$ cat config.mk
export PLATFORM = sky130hd
export DESIGN_NAME = prism_cfg_seq
export DESIGN_NICKNAME = d
export VERILOG_FILES = /design/src/rtl/prism_cfg_pkg.sv /design/src/rtl/prism_cfg_fifo.sv /design/src/rtl/prism_cfg_seq.sv
export SDC_FILE = /design/constraint.sdc
export NUM_CORES = 1
export LEC_CHECK = 0
export CAP_MARGIN = 30
export CORE_MARGIN = 8
export CORE_UTILIZATION = 45
export DETAILED_ROUTE_END_ITERATION = 7
export GPL_TIMING_DRIVEN = 0
export PLACE_DENSITY = 0.63
export SLEW_MARGIN = 20
export SYNTH_ARGS = -nofsm -noshare
export SYNTH_HDL_FRONTEND = slang
export SYNTH_HIERARCHICAL = 1
export SYNTH_SLANG_ARGS = --single-unit
$ cat constraint.sdc
create_clock -name clk -period 7.4 [get_ports clk]
set_input_delay 1.85 -clock clk [delete_from_list [all_inputs] [get_ports clk]]
set_output_delay 1.85 -clock clk [all_outputs]
set_load 0.01 [all_outputs]
$ cat src/rtl/prism_cfg_pkg.sv
// Shared definitions for the PRISM configuration sequencer.
//   state_t    : sequencer state (encoding is visible in the CTRL/STAT read)
//   ADDR_*     : host register addresses owned by the sequencer
//   CTRL_*     : bit positions inside a CTRL write
//   cfg_word_t : one queued configuration word {debug addr, debug data}
package prism_cfg_pkg;

  typedef enum logic [2:0] {
    ST_IDLE    = 3'd0,
    ST_HOLD    = 3'd1,
    ST_LOAD    = 3'd2,
    ST_RELEASE = 3'd3,
    ST_RUN     = 3'd4
  } state_t;

  localparam logic [5:0] ADDR_CTRL  = 6'h34;
  localparam logic [5:0] ADDR_STAGE = 6'h38;
  localparam logic [5:0] ADDR_PUSH  = 6'h3C;

  localparam int CTRL_GO      = 0;
  localparam int CTRL_ABORT   = 1;
  localparam int CTRL_CLR_OVF = 30;
  localparam int CTRL_CLR_IRQ = 31;

  typedef struct packed {
    logic [5:0]  addr;
    logic [31:0] data;
  } cfg_word_t;

endpackage

$ cat src/rtl/prism_cfg_fifo.sv
// 38-bit synchronous FIFO holding queued configuration words.
//   clk, rst_n : clock, synchronous active-low reset
//   flush      : empties the FIFO (wins over push/pop)
//   push/wdata : enqueue, ignored while full
//   pop/rdata  : dequeue; rdata is the current head (valid when !empty)
//   full/empty/count : occupancy, count runs 0..DEPTH
module prism_cfg_fifo
  import prism_cfg_pkg::*;
#(
  parameter int DEPTH = 8,
  localparam int AW = $clog2(DEPTH)
) (
  input  logic            clk,
  input  logic            rst_n,
  input  logic            flush,
  input  logic            push,
  input  cfg_word_t       wdata,
  input  logic            pop,
  output cfg_word_t       rdata,
  output logic            full,
  output logic            empty,
  output logic [AW:0]     count
);

  cfg_word_t         mem [DEPTH];
  logic [AW-1:0]     wr_ptr, rd_ptr;
  logic              push_ok, pop_ok;

  assign full    = (count == (AW+1)'(DEPTH));
  assign empty   = (count == '0);
  assign push_ok = push && !full;
  assign pop_ok  = pop && !empty;
  assign rdata   = mem[rd_ptr];

  // Pointers are AW bits wide, so DEPTH being a power of two gives the wrap.
  always_ff @(posedge clk) begin
    if (!rst_n || flush) begin
      wr_ptr <= '0;
      rd_ptr <= '0;
      count  <= '0;
    end else begin
      if (push_ok) wr_ptr <= wr_ptr + 1'b1;
      if (pop_ok)  rd_ptr <= rd_ptr + 1'b1;
      count <= count + (AW+1)'(push_ok) - (AW+1)'(pop_ok);
    end
  end

  always_ff @(posedge clk) begin
    if (push_ok) mem[wr_ptr] <= wdata;
  end

endmodule

$ cat src/rtl/prism_cfg_seq.sv
// Configuration sequencer and debug-bus arbiter in front of PRISM.
// The host queues {addr,data} words, issues GO; the block holds PRISM in
// debug reset, drains the queue onto the debug write port, releases reset,
// enables the FSM and raises irq when PRISM halts. Host passthrough
// accesses share the debug port and always win.
//   clk, rst_n        : clock, synchronous active-low reset
//   address/data_in/data_write_n/data_out/data_ready : host bus
//   dbg_addr/dbg_wr/dbg_wdata/dbg_rdata              : PRISM debug port
//   prism_reset/prism_enable/prism_halt              : PRISM control
//   irq               : level done interrupt
module prism_cfg_seq
  import prism_cfg_pkg::*;
#(
  parameter int DEPTH       = 8,
  parameter int HOLD_CYCLES = 2
) (
  input  logic        clk,
  input  logic        rst_n,
  input  logic [5:0]  address,
  input  logic [31:0] data_in,
  input  logic [1:0]  data_write_n,
  output logic [31:0] data_out,
  output logic        data_ready,
  output logic [5:0]  dbg_addr,
  output logic        dbg_wr,
  output logic [31:0] dbg_wdata,
  input  logic [31:0] dbg_rdata,
  output logic        prism_reset,
  output logic        prism_enable,
  input  logic        prism_halt,
  output logic        irq
);

  localparam int AW = $clog2(DEPTH);
  localparam int HW = $clog2(HOLD_CYCLES + 1);

  state_t          state, state_nxt;
  logic [HW-1:0]   hold_cnt, hold_nxt;
  logic            rst_nxt, en_nxt, irq_set;
  logic            ovf, halt_q;
  logic [5:0]      stage_addr;

  logic            host_wr, is_ctrl, is_stage, is_push, pass_wr;
  logic            go, abort, push_req, push_ok, pop, drained;
  cfg_word_t       f_head;
  logic            f_full, f_empty;
  logic [AW:0]     f_count, cnt_after;

  assign data_ready = 1'b1;

  assign host_wr  = (data_write_n == 2'b10);
  assign is_ctrl  = (address == ADDR_CTRL);
  assign is_stage = (address == ADDR_STAGE);
  assign is_push  = (address == ADDR_PUSH);
  assign pass_wr  = host_wr && !is_ctrl && !is_stage && !is_push;
  assign go       = host_wr && is_ctrl && data_in[CTRL_GO];
  assign abort    = host_wr && is_ctrl && data_in[CTRL_ABORT];
  assign push_req = host_wr && is_push;
  assign push_ok  = push_req && !f_full;

  // A host passthrough write owns the port; the load word waits a cycle.
  assign pop = (state == ST_LOAD) && !f_empty && !pass_wr && !abort;

  // Occupancy after this cycle's push/pop decides whether loading is done,
  // so RELEASE follows the last load write directly.
  assign cnt_after = f_count + (AW+1)'(push_ok) - (AW+1)'(pop);
  assign drained   = (cnt_after == '0);

  assign dbg_wr    = pass_wr || pop;
  assign dbg_addr  = pop ? f_head.addr : address;
  assign dbg_wdata = pop ? f_head.data : data_in;

  prism_cfg_fifo #(.DEPTH(DEPTH)) u_fifo (
    .clk   (clk),
    .rst_n (rst_n),
    .flush (abort),
    .push  (push_req),
    .wdata ('{addr: stage_addr, data: data_in}),
    .pop   (pop),
    .rdata (f_head),
    .full  (f_full),
    .empty (f_empty),
    .count (f_count)
  );

  always_comb begin
    data_out = dbg_rdata;
    if (is_ctrl)       data_out = {irq, ovf, 22'b0, 5'(f_count), state};
    else if (is_stage) data_out = {26'b0, stage_addr};
    else if (is_push)  data_out = 32'b0;
  end

  always_comb begin
    state_nxt = state;
    hold_nxt  = hold_cnt;
    rst_nxt   = prism_reset;
    en_nxt    = prism_enable;
    irq_set   = 1'b0;
    if (abort) begin
      state_nxt = ST_IDLE;
      rst_nxt   = 1'b0;
      en_nxt    = 1'b0;
    end else begin
      case (state)
        ST_IDLE: if (go) begin
          state_nxt = ST_HOLD;
          hold_nxt  = '0;
          rst_nxt   = 1'b1;
          en_nxt    = 1'b0;
        end
        ST_HOLD: begin
          if (hold_cnt == HW'(HOLD_CYCLES - 1)) begin
            // An empty queue skips LOAD entirely.
            if (drained) begin
              state_nxt = ST_RELEASE;
              rst_nxt   = 1'b0;
            end else begin
              state_nxt = ST_LOAD;
            end
          end else begin
            hold_nxt = hold_cnt + 1'b1;
          end
        end
        ST_LOAD: if (drained) begin
          state_nxt = ST_RELEASE;
          rst_nxt   = 1'b0;
        end
        ST_RELEASE: begin
          state_nxt = ST_RUN;
          en_nxt    = 1'b1;
        end
        ST_RUN: if (prism_halt && !halt_q) begin
          state_nxt = ST_IDLE;
          irq_set   = 1'b1;
        end
        default: state_nxt = ST_IDLE;
      endcase
    end
  end

  always_ff @(posedge clk) begin
    if (!rst_n) begin
      state        <= ST_IDLE;
      hold_cnt     <= '0;
      prism_reset  <= 1'b0;
      prism_enable <= 1'b0;
      irq          <= 1'b0;
      ovf          <= 1'b0;
      halt_q       <= 1'b0;
      stage_addr   <= '0;
    end else begin
      state        <= state_nxt;
      hold_cnt     <= hold_nxt;
      prism_reset  <= rst_nxt;
      prism_enable <= en_nxt;
      halt_q       <= prism_halt;
      // Set wins over a clear in the same cycle for both sticky flags.
      irq <= irq_set || (irq && !(host_wr && is_ctrl && data_in[CTRL_CLR_IRQ]));
      ovf <= (push_req && f_full) ||
             (ovf && !(host_wr && is_ctrl && data_in[CTRL_CLR_OVF]));
      if (host_wr && is_stage) stage_addr <= data_in[5:0];
    end
  end

endmodule
---- After elaboration in Yosys (flattened, before gate mapping) ----
Memory sizes are Yosys's and may differ from the RTL's. A register that Yosys moved wholly into a read port is not among the register bits.
Index checks and enable logic that the tools add are counted.
cells by class
  add/sub/neg operators ................... 6
  multiply operators ...................... 0
  div/mod/pow operators ................... 0
  magnitude comparators ................... 0
  eq/ne operators ......................... 15
  shift-type cells ........................ 0
  muxes and demuxes ....................... 27
  bitwise logic cells ..................... 2
  reductions and logical operators ........ 45
operators with widths
  operator                                       count
  two-way mux 32 bit                             4
  logical AND 1 bit                              19
  == test 6 bit, second input constant           3
  two-way mux 3 bit                              6
  one-hot mux 3 bit (5 select lines)             1
  zero test 1 bit                                11
  two-way mux 1 bit                              10
  inequality test 2 bit, second input constant   5
  zero test 4 bit                                2
  AND reduction 4 bit                            2
  subtractor 4 x 1 -> 4 bit                      2
  adder 3 x 1 -> 3 bit, second input constant    2
  == test 3 x 2 -> 1 bit, second input constant  2
  two-way mux 6 bit                              1
  adder 4 x 1 -> 4 bit                           1
  == test 4 bit, second input constant           1
  logical OR 1 bit                               4
  two-way mux 2 bit                              2
  one-hot mux 2 bit (2 select lines)             1
  nonzero test 2 bit                             2
  == test 3 x 1 -> 1 bit, second input constant  1
  == test 3 bit, second input constant           1
  zero test 3 bit                                1
  one-hot mux 1 bit (3 select lines)             1
  9 further kinds                                10
word-level totals
  register bits after elaboration ......... 26
  latch bits .............................. 0
  bits in writable memories ............... 304
  bits in read-only memories .............. 0
  input bits .............................. 75
  output and inout port bits .............. 75
  logic and storage cells ................. 107
  memories kept ........................... 1
memories
  memory      words  bits a word  rd ports  clocked after memory_dff  wr ports  line                  text
  u_fifo.mem  8      38           1         1                         1         prism_cfg_fifo.sv:25  cfg_word_t mem [DEPTH];

---- Longest topological paths before layout ----
  word-level depth ........................ 13
  mapped depth ............................ 16

---- By module ----
Netlist, hierarchy kept.
modules (own cells, without submodules)
  module          instances  cells each  area each (sq um)  sequential area each (sq um)
  prism_cfg_fifo  1          520         12066.6            9389.0
  prism_cfg_seq   1          229         1891.8             320.3

---- Worst setup path after synthesis ----
Ideal clock, no wire load.
  path kind ............................... input to register
  from .................................... input address[1]
  to ...................................... memory u_fifo/mem[0][0] (netlist bit) (enable)
  library setup time ...................... 0.481 ns
  arrival ................................. 5.745 ns
  setup slack ............................. 1.175 ns
  stages on the path ...................... 7
  buffers on the path ..................... 1
  cell sequence ........................... and4bb_2 > buf_2 > and3_1 > and2_1 > inv_1 > or3_1 > nor3_1
on the way
  word-level cells in the longest chain between the ends .. 5
ends and longest elaborated chain
  item                                     line                  text
  start: declaration                       prism_cfg_seq.sv:19   input logic [5:0] address,
  == test 6 bit                            prism_cfg_seq.sv:54   assign is_push = (address == ADDR_PUSH);
  logical AND 1 bit                        prism_cfg_seq.sv:58   assign push_req = host_wr && is_push;
  via push_req                             prism_cfg_seq.sv:44   logic go, abort, push_req, push_ok, pop, drained;
  logical AND 1 bit                        prism_cfg_fifo.sv:31  assign push_ok = push && !full;
  two-way mux 1 bit                        prism_cfg_fifo.sv:49  if (push_ok) mem[wr_ptr] <= wdata;
  two-way mux 1 bit (implied by the code)  prism_cfg_fifo.sv:49
  end: declaration                         prism_cfg_fifo.sv:25
The timed path passes the listed nets, and every way through them passes these cells.

---- Worst setup path after layout ----
  from .................................... input address[5]
  to ...................................... output dbg_wdata[30]
on the way
  word-level cells in the longest chain between the ends .. 9
  elaborated cells between the ends (all ways) .. 16
ends and longest elaborated chain
  item                             line                 text
  == test 6 bit                    prism_cfg_seq.sv:52  assign is_ctrl = (address == ADDR_CTRL);
  zero test 1 bit                  prism_cfg_seq.sv:55  assign pass_wr = host_wr && !is_ctrl && !is_stage && !is_push;
  logical AND 1 bit (3 in series)  prism_cfg_seq.sv:55
  zero test 1 bit                  prism_cfg_seq.sv:62  assign pop = (state == ST_LOAD) && !f_empty && !pass_wr && !abort;
  logical AND 1 bit                prism_cfg_seq.sv:62
  logical AND 1 bit (*)            prism_cfg_seq.sv:62
  via pop                          prism_cfg_seq.sv:44
  two-way mux 32 bit (*)           prism_cfg_seq.sv:71  assign dbg_wdata = pop ? f_head.data : data_in;
  end: declaration                 prism_cfg_seq.sv:26  output logic [31:0] dbg_wdata,
The timed path passes the listed nets; every way through them passes the cells marked *.

==> flow_summary_export.csv <==
group,metric,value,unit
yosys,syn_inst,749,
cts,cts_resized,0,
cts,cts_buffers,36,
grt,grt_pass1_wl,48170,um
grt,grt_max_degree,21,
sta,period_share,0.8592,
sta,finalMaxSlewViolations,0,
yosys,synth_edf_count,304,
grt,antenna_found_initial,0,
drt,post_drt_wl_per_cell,22.99,um
min_path,holdCritPathClass,"register to register",
grt,grt_usage,0.1727,
cts,clk_pin_slew,0.06,ns
sta,hold_viol_final,0,
drt,dr.pass1.iters,4,
cts,postCtsSetupRepairBufs,0,
power_and_ir_drop,comb_power_share,0.040,
yosys,synth_commonest_cells,"304 x edfxtp_1, 76 x mux4_2, 72 x mux2_2",
floorplanning,start_util,0.4563,
sta,worst_pin_slew,0.8316,ns
drt,vias,7548,
worst_setup_path,cp-end-kind,"output pin",
layout,drive_above_1_share,0.2543,
floorplanning,io_pins,150,
cts,cts-htree-levels,2,
outcome,status,"complete, no violations",
power_and_ir_drop,peakVddDrop,0.1385,mV
worst_setup_path,path_max_fanout,12,
worst_setup_path,required,5.55,ns
yosys,syn_area_per_cell,18.64,sq um
placement,dp_hpwl,21030,um
floorplanning,coreArea,0.03059,sq mm
yosys,synthesis.nets,839,
placement,place_congestion,0.8066,
sta,rsz0062_at_grt,"no",
layout,nets,1047,
placement,dp_cells,1315,
cts,ctsHoldBuffers,0,
drt,drtIter0Drc,569,
power_and_ir_drop,swShare,0.1877,
worst_setup_path,crit_arrival,4.51,ns
sta,slew_headroom,0.4426,
yosys,seq_area_frac_synth,0.6956,
drt,ant_nets,0,
drt,via_per_inst,5.474,
floorplanning,die_w,192.1,um
yosys,ys_seq_elements,333,
cts,clockRootBuffer,"clkbuf_16",
yosys,synth_top_area_share,0.6540,
grt,grt_pass1_vias,7986,
worst_setup_path,worstSetupStartpointType,"input pin",
cts,clk_latency,0.50,ns
power_and_ir_drop,leakage,5.563,nW
cts,cts_tree,"done",
layout,instances_no_fill,1379,
run,max_cap_viol_count,0,
power_and_ir_drop,seqPwrFrac,0.513,
grt,grt_remaining_overflow,0,
drt,drt-total-wl,31700,um
floorplanning,die_h,192.1,um
sta,fmax,157.3,MHz
floorplanning,dieArea,0.03691,sq mm
drt,drc_errors,0,
worst_setup_path,critical_path_class,"input pin to output pin",
yosys,syn_area,0.01396,sq mm
sta,finalCriticalPeriod,6.358,ns
cts,cts.sinks,333,
yosys,synth_warnings,6,
yosys,synth-main-ff-cell,"edfxtp_1",
layout,area_growth,25.78,%
yosys,synthArstFlopShare,0,
sta,setup_viol,0,
yosys,synthDistinctLibCells,51,
layout,diodes,0,
cts,cts.path.max_buffers,3,
power_and_ir_drop,pwr-share-clk,0.448,
power_and_ir_drop,power.switching,0.7496,mW
power_and_ir_drop,power_density,227.4,mW/mm^2
sta,skew,0.01437,ns
sta,fin_tns_setup,0,ns
yosys,synth_area_leader_cell,"edfxtp_1",
power_and_ir_drop,power.internal,3.243,mW
floorplanning,rows,64,
yosys,synthTopCellsByArea,"edfxtp_1 65%, mux4_2 12%, mux2_2 5.8%, dfxtp_1 4.2%, nor2b_1 1.9%",
placement,portBuffers,148,
yosys,synth_most_common_cell,"edfxtp_1",
[power by group through the flow]
stage	Combinational, mW	Sequential [mW]	Clock (mW)
finish	0.159	2.05	1.79
global route	0.172	2.05	1.89
CTS	0.161	2.05	1.82
detailed placement	0.160	2.09	0
global placement	0.159	2.09	0
floorplan	0.0458	2.09	0
[cell families after synthesis]
kind of cell / synth area share
AOI/OAI and AO/OA: 0.02438
xor gates and xnor gates: 0.001883
adders and majority gates: 0.01524
buffers and inverters: 0.02133
DFF: 0.6956
muxes: 0.1902
other: 0.0002687
and+or+nand+nor: 0.05109
[metrics by stage]
step | instance area [sq um] | power (mW) | setup WS, ns | util | hold WS, ns
4_1_cts | 17560 | 4.030 | 1.032 | 0.5740 | 0.4609
5_1_grt | 17560 | 4.110 | 0.9269 | 0.5740 | 0.5061
2_1_floorplan | 13960 | 2.133 | 1.175 | - | 0.4381
6_report | 17560 | 3.993 | 1.042 | 0.5740 | 0.4590
3_3_place_gp | 15940 | 2.246 | -2.478 | 0.5209 | 0.4478
3_5_place_dp | 16360 | 2.247 | 1.042 | 0.5350 | 0.4534
[path summary, 6_finish.rpt]
| path | from | to | slack, ns | cells after the start |
|---|---|---|---|---|
| max | address[5] | dbg_wdata[30] | 1.04 | 8 |
| min reg2reg | hold_cnt[1]$_SDFFE_PN0P_ | hold_cnt[1]$_SDFFE_PN0P_ | 0.46 | 2 |
| min | hold_cnt[1]$_SDFFE_PN0P_ | hold_cnt[1]$_SDFFE_PN0P_ | 0.46 | 2 |
| max reg2reg | u_fifo/count[2]$_SDFF_PP0_ | state[0]$_SDFFE_PP0P_ | 3.14 | 16 |
[layout make-up]
cell class	instances	area, sq um
inverter	21	78.83
fill	2348	13030
buffer	37	219.0
multi-input combinational	358	4006
clock buffer	50	1026
clock inverter	14	166.4
tap	396	495.5
timing repair buffer	170	1856
sequential	333	9709
[per-layer routing]
layer  wire (um)  vias to the layer above  GRT usage
met3        2130                       33    0.04085
met5           0                        -          0
met2       14960                      253     0.2759
met4         333                        0    0.02967
li1            -                     3400          -
met1       14270                     3862     0.2418
[flip-flops by register name, indices dropped and copies added (netlist names), 2 cells and up, named ones only]
name,count
u_fifo/mem,304
stage_addr,6
u_fifo/count,4
state,3
u_fifo/rd_ptr,3
u_fifo/wr_ptr,3
hold_cnt,2
[critical path, cell delays in order]
cell	delay, ns
clkdlybuf4s50_1	0.63
and4bb_2	0.26
buf_2	0.20
o21ai_1	0.14
a21oi_4	0.31
buf_6	0.26
mux2_2	0.36
clkdlybuf4s50_1	0.48
[cell usage in the layout, fill, tap and decap left out, drive strengths merged, types with 4 or more instances in the layout]
master / Yosys / routed
dfxtp: 29 / 29
o21ai: 20 / 20
nor2b: 42 / 42
mux4: 76 / 76
edfxtp: 304 / 304
mux2: 74 / 74
mux2i: 11 / 11
nand3: 6 / 6
bufinv: 0 / 4
nand2b: 7 / 7
a21oi: 17 / 17
or3: 4 / 4
nand2: 20 / 20
inv: 21 / 21
clkdlybuf4s50: 0 / 148
a31oi: 5 / 5
a22oi: 6 / 6
clkbuf: 16 / 66
buf: 21 / 43
ha: 13 / 13
clkinv: 0 / 10
and2: 4 / 4
nor2: 16 / 16
No activity file was read; power rests on OpenSTA's default activity.
